## config.mk

```make
export PLATFORM = sky130hd
export DESIGN_NAME = i2s_rx
export DESIGN_NICKNAME = d
export VERILOG_FILES = /design/src/rtl/i2s_rx.sv
export SDC_FILE = /design/constraint.sdc
export NUM_CORES = 1
export LEC_CHECK = 0
export BUFFER_PORTS_ARGS = -buffer_cell sky130_fd_sc_hd__clkbuf_2
export CAP_MARGIN = 20
export CORE_ASPECT_RATIO = 2
export CORE_MARGIN = 10
export CORE_UTILIZATION = 50
export CTS_CLUSTER_SIZE = 28
export DETAILED_ROUTE_END_ITERATION = 16
export PLACE_DENSITY = 0.7
export SLEW_MARGIN = 20
export SYNTH_ARGS = -nofsm -noshare
export SYNTH_HDL_FRONTEND = slang
export SYNTH_SLANG_ARGS = --single-unit
```

## constraint.sdc

```tcl
create_clock -name clk -period 3.75 [get_ports clk]
set_clock_uncertainty 0.1 [all_clocks]
set_input_delay 0.375 -clock clk [delete_from_list [all_inputs] [get_ports clk]]
set_output_delay 0.375 -clock clk [all_outputs]
set_load 0.01 [all_outputs]
```

## src/rtl/i2s_rx.sv

```systemverilog
`default_nettype none
// ============================================================================
// Module   : i2s_rx
// Purpose  : I2S master receiver. Generates SCK and WS from the system clock,
//            captures left/right samples from SD (MSB first, one-bit delay
//            after each WS edge), discards the first frames after enable and
//            presents stereo pairs through a valid/ready output register with
//            a sticky overrun flag.
// Ports    : clk          - system clock, rising edge
//            rst          - asynchronous active-low reset
//            en           - receiver enable
//            sd           - serial data from the transmitter
//            sck, ws      - generated bit clock / word select (1 = right)
//            left_data    - left sample, two's complement
//            right_data   - right sample, two's complement
//            out_valid    - a stereo pair is held on left_data/right_data
//            out_ready    - consumer accepts the held pair
//            overrun      - sticky, a completed pair was dropped
//            clr_overrun  - synchronous clear of overrun
// Revision : 1.0 - initial release
// ============================================================================
module i2s_rx #(
  parameter int HALF_DIV       = 2,
  parameter int SLOT_BITS      = 32,
  parameter int DATA_BITS      = 24,
  parameter int DISCARD_FRAMES = 1
) (
  input  logic                 clk,
  input  logic                 rst,
  input  logic                 en,
  input  logic                 sd,
  output logic                 sck,
  output logic                 ws,
  output logic [DATA_BITS-1:0] left_data,
  output logic [DATA_BITS-1:0] right_data,
  output logic                 out_valid,
  input  logic                 out_ready,
  output logic                 overrun,
  input  logic                 clr_overrun
);

  localparam int DIV_W = (HALF_DIV > 1) ? $clog2(HALF_DIV) : 1;
  localparam int BIT_W = $clog2(2 * SLOT_BITS);
  localparam int FRM_W = (DISCARD_FRAMES > 0) ? $clog2(DISCARD_FRAMES + 1) : 1;

  localparam logic [DIV_W-1:0] DIV_LAST = DIV_W'(HALF_DIV - 1);
  localparam logic [BIT_W-1:0] BIT_LAST = BIT_W'(2 * SLOT_BITS - 1);
  localparam logic [BIT_W-1:0] SLOT_N   = BIT_W'(SLOT_BITS);
  localparam logic [BIT_W-1:0] DATA_N   = BIT_W'(DATA_BITS);
  localparam logic [FRM_W-1:0] FRM_LAST = FRM_W'((DISCARD_FRAMES > 0) ? DISCARD_FRAMES - 1 : 0);

  typedef enum logic [1:0] {
    IDLE = 2'd0,
    SYNC = 2'd1,
    RUN  = 2'd2
  } state_t;

  state_t               state;
  state_t               state_next;
  logic [DIV_W-1:0]     div_cnt;
  logic [BIT_W-1:0]     bit_cnt;
  logic [FRM_W-1:0]     frame_cnt;
  logic [DATA_BITS-1:0] shift;
  logic [DATA_BITS-1:0] pend_left;
  logic                 pair_done;

  logic                 active;
  logic                 div_wrap;
  logic                 sck_rise;
  logic                 sck_fall;
  logic                 frame_wrap;
  logic                 in_right;
  logic [BIT_W-1:0]     slot_pos;
  logic [BIT_W-1:0]     bit_next;
  logic                 capture;
  logic                 last_bit;
  logic [DATA_BITS:0]   shift_ext;
  logic [DATA_BITS-1:0] shift_next;
  logic                 discard_done;
  logic                 accept;

  // Counters only run while enabled outside IDLE; the edge that leaves IDLE
  // leaves them at zero so the first SCK rise lands HALF_DIV cycles later.
  assign active       = en && (state != IDLE);
  assign div_wrap     = (div_cnt == DIV_LAST);
  assign sck_rise     = active && div_wrap && !sck;
  assign sck_fall     = active && div_wrap && sck;
  assign frame_wrap   = sck_fall && (bit_cnt == BIT_LAST);
  assign bit_next     = (bit_cnt == BIT_LAST) ? '0 : bit_cnt + 1'b1;
  assign in_right     = (bit_cnt >= SLOT_N);
  assign slot_pos     = in_right ? (bit_cnt - SLOT_N) : bit_cnt;
  // Position 0 is the I2S one-bit delay; positions past DATA_BITS are padding.
  assign capture      = sck_rise && (slot_pos != '0) && (slot_pos <= DATA_N);
  assign last_bit     = sck_rise && (slot_pos == DATA_N);
  assign shift_ext    = {shift, sd};
  assign shift_next   = shift_ext[DATA_BITS-1:0];
  assign discard_done = (DISCARD_FRAMES == 0) || (frame_wrap && (frame_cnt == FRM_LAST));
  assign accept       = out_valid && out_ready;

  always_ff @(posedge clk or negedge rst) begin
    if (!rst) begin
      state <= IDLE;
    end else begin
      state <= state_next;
    end
  end

  always_comb begin
    state_next = state;
    case (state)
      IDLE:    if (en) state_next = SYNC;
      SYNC:    if (discard_done) state_next = RUN;
      RUN:     state_next = RUN;
      default: state_next = IDLE;
    endcase
    if (!en) state_next = IDLE;
  end

  // Bit-clock generation and serial capture.
  always_ff @(posedge clk or negedge rst) begin
    if (!rst) begin
      div_cnt   <= '0;
      sck       <= 1'b0;
      bit_cnt   <= '0;
      ws        <= 1'b0;
      frame_cnt <= '0;
      shift     <= '0;
      pend_left <= '0;
      pair_done <= 1'b0;
    end else if (!active) begin
      div_cnt   <= '0;
      sck       <= 1'b0;
      bit_cnt   <= '0;
      ws        <= 1'b0;
      frame_cnt <= '0;
      shift     <= '0;
      pend_left <= '0;
      pair_done <= 1'b0;
    end else begin
      pair_done <= 1'b0;
      if (div_wrap) begin
        div_cnt <= '0;
        sck     <= ~sck;
      end else begin
        div_cnt <= div_cnt + 1'b1;
      end
      if (sck_fall) begin
        bit_cnt <= bit_next;
        ws      <= (bit_next >= SLOT_N);
      end
      if (state == SYNC && frame_wrap) begin
        frame_cnt <= frame_cnt + 1'b1;
      end
      if (capture) begin
        shift <= shift_next;
      end
      if (last_bit && !in_right) begin
        pend_left <= shift_next;
      end
      // Pairs finished during SYNC are deliberately never flagged.
      if (last_bit && in_right && (state == RUN)) begin
        pair_done <= 1'b1;
      end
    end
  end

  // Output register: pair_done is one cycle after the final right capture,
  // so shift still holds the complete right sample here.
  always_ff @(posedge clk or negedge rst) begin
    if (!rst) begin
      left_data  <= '0;
      right_data <= '0;
      out_valid  <= 1'b0;
      overrun    <= 1'b0;
    end else begin
      if (pair_done && (!out_valid || accept)) begin
        left_data  <= pend_left;
        right_data <= shift;
        out_valid  <= 1'b1;
      end else if (accept) begin
        out_valid <= 1'b0;
      end
      // A drop sets the flag even when a clear is requested in the same cycle.
      if (pair_done && out_valid && !out_ready) begin
        overrun <= 1'b1;
      end else if (clr_overrun) begin
        overrun <= 1'b0;
      end
    end
  end

endmodule
`default_nettype wire

```

==> results.toml <==
[yosys]
ys_seq_area_share_pct = 58.7
syn-instance-count = 380
synth_top_family_by_area = "multiplexers"
syn_nets = 392
muxShareOfSynthArea_pct = 16.5
syn_avg_cell_area_um2 = 12.4
mappedNetlistArea_mm2 = 0.00473
synth-simple-area-share_pct = 13.0
synth_edf_count = 0
synth_cell_types = 35
ys.flop_type = "dfrtp_1"
synth_compound_area_share_pct = 6.16
synth_xor_area_share_pct = 0.926
synthArstFlopShare_pct = 100
synth_fa_ha_area_share_pct = 1.59
yosysWarnings = 0
synth-seq-cells = 111

[cts]
cts_setup_buffers = 0
cts.repair.resized = 0
root_buffer = "clkbuf_16"
cts_max_level = 3
cts_hold_buf = 0
clk_pin_slew_ns = 0.07
cts_tree = "done"
insertion_delay_ns = 0.34
clock_path_buffers = 2
cts.sinks = 111
numCtsBuffers = 9

[floorplan]
dieArea_mm2 = 0.0140
core_area_mm2 = 0.00932
boundaryPins = 58
die_y_um = 158
start_util_pct = 50.8
rows = 50
die-width_um = 88.8

[final_layout]
diodes = 0
drive_above_1_share_pct = 38.4
fin_cells = 542
nFillCells = 808
final_common_cell = "dfrtp_1"
final_nets = 445
area_growth_pct = 12.9
final_cell_mix = "111 x dfrtp_1, 56 x clkbuf_2, 48 x mux2_2"

[global_route]
overflow = 0
grt_pass1_vias = 3124
grt_max_degree = 81
grt_antenna_before_repair = 0
grt_pass1_wl_um = 15500
groute.usage.overall_pct = 14.1

[power]
p_leak_nw = 2.49
pwr-share-clk_pct = 37.7
power_frac_seq_pct = 53.2
powerDensity_mw_per_mm2 = 433
pwr-share-comb_pct = 9.2
sw_frac_of_total_pct = 24.8
ir_worst_vdd_uv = 423
p_switching_uw = 573
power.internal_mw = 1.74

[critical_path]
crit_fanout = 24
required_ns = 3.84
crit_path_end_kind = "flop"
cp-start-kind = "flop"
path_class = "flop to flop"
arrival_ns = 2.32

[detailed_routing]
drc_errors = 0
routed_wirelength_um = 9000
drt-vias-per-instance = 5.52
drtIter0Drc = 158
num_vias = 2993
postRouteAntennaNets = 0
dr.pass1.iters = 4
wl_per_cell_um = 16.6

[sta]
fin_setup_tns_ns = 0
fin_crit_ns = 2.23
worst_pin_slew_ns = 0.972
setup_viol = 0
holdWs_ns = 0.0840
final_hold_viol_count = 0
relSlewSlack_pct = 35.2
period_share_pct = 59.5
rsz0062_at_grt = "no"
slew_viol_final = 0
fmax_ghz = 0.448

[worst_hold_path]
min_path_type = "primary input to async pin"

[placed_design]
portBuffers = 57
dp_cells = 526
routabilityCongestion = 0.801
hpwl_um = 6280

[outcome]
status = "complete, no violations"

[run]
max-cap-violations = 0
-- sequential cells by signal (all words and copies together), names as in the netlist --
register / cells
ws: 1
pend_left: 24
right_data: 24
state: 2
shift: 24
overrun: 1
left_data: 24
pair_done: 1
bit_cnt: 6
sck: 1
div_cnt: 1
frame_cnt: 1
out_valid: 1
-- path summary, 6_finish.rpt --
path / slack (ns) / endpoint / depth (start not counted) / from
max: 1.52 / pend_left[20]$_DFFE_PN0P_ / 6 / state[0]$_DFFE_PN0P_
min: 0.08 / left_data[0]$_DFFE_PN0P_ / 1 / rst
min in group clk: 0.14 / overrun$_DFFE_PN0P_ / 2 / clr_overrun
max reg2reg: 1.52 / pend_left[20]$_DFFE_PN0P_ / 6 / state[0]$_DFFE_PN0P_
max in group asynchronous: 2.47 / right_data[19]$_DFFE_PN0P_ / 2 / rst
min reg2reg: 0.40 / right_data[19]$_DFFE_PN0P_ / 1 / right_data[19]$_DFFE_PN0P_
-- worst max-delay path: stages (launching register included) --
cell	delay (ns)
dfrtp_1	0.39
inv_1	0.10
ha_1	0.24
nand4bb_4	0.25
or4_4	0.76
nand2_1	0.15
a21oi_1	0.07
-- Yosys cell counts, types with 2 or more instances --
| cell | count | share of area [%] |
|---|---|---|
| o211ai_1 | 2 | 0.32 |
| a21oi_2 | 20 | 3.7 |
| mux2i_1 | 24 | 5.1 |
| ha_1 | 6 | 1.6 |
| buf_6 | 5 | 1.2 |
| nand2_1 | 41 | 3.3 |
| dfrtp_1 | 111 | 59 |
| xor2_1 | 4 | 0.74 |
| nand4_1 | 4 | 0.53 |
| mux2_2 | 48 | 11 |
| and2_1 | 4 | 0.53 |
| nand2b_1 | 2 | 0.26 |
| nand3_1 | 8 | 0.85 |
| buf_2 | 5 | 0.53 |
| nand2_2 | 20 | 2.6 |
| a21oi_1 | 9 | 0.95 |
| nor3_1 | 2 | 0.21 |
| inv_1 | 8 | 0.63 |
| o22ai_1 | 3 | 0.40 |
| clkbuf_1 | 8 | 0.63 |
| nor2_1 | 32 | 2.5 |
-- cells by family (layout without fill, tap and decap cells) --
kind of cell | count (synthesis) | in the layout
AND/OR/NAND/NOR | 122 | 122
XOR/XNOR | 5 | 5
flip-flops | 111 | 111
adder cells (fa/ha/maj) | 6 | 6
buffers and inverters | 27 | 85
multiplexers | 72 | 72
AO/OA/AOI/OAI | 37 | 37
-- area by class of cell --
cell class | count | area (µm²) | area share, %
clock inverters | 3 | 18.8 | 0.351
repair buffers | 61 | 318 | 5.95
clock buffers | 13 | 250 | 4.68
inverters | 8 | 30.0 | 0.562
flip-flops and latches | 111 | 2780 | 52.0
multi-input cells | 242 | 1820 | 34.0
well taps | 104 | 130 | 2.44
-- metrics by stage --
stage	setup WS, ns	utilization (%)	power, mW	area [µm²]
floorplan	1.68	-	1.40	4730
global placement	1.59	54.4	1.45	5070
detailed placement	1.52	54.4	1.47	5070
CTS	1.51	57.2	2.34	5340
global route	1.40	57.3	2.42	5340
finish	1.52	57.3	2.31	5340
-- power by group through the flow --
stage | sequential [mW] | combinational, mW | clock [mW]
6_report | 1.23 | 0.212 | 0.870
5_1_grt | 1.23 | 0.243 | 0.940
4_1_cts | 1.23 | 0.215 | 0.896
3_5_place_dp | 1.25 | 0.213 | 0
3_3_place_gp | 1.25 | 0.200 | 0
2_1_floorplan | 1.25 | 0.147 | 0
-- routing by layer --
layer | global-route usage [%] | routed length, µm | vias up | part of all wire (%)
met3 | 3.52 | 352 | 17 | 3.9
met4 | 6.20 | 204 | 0 | 2.3
met1 | 16.2 | 3580 | 1531 | 40
li1 | - | - | 1394 | -
met5 | 0 | 0 | - | 0
met2 | 23.8 | 4860 | 51 | 54
Note: power is estimated with default switching activity, not from simulation.
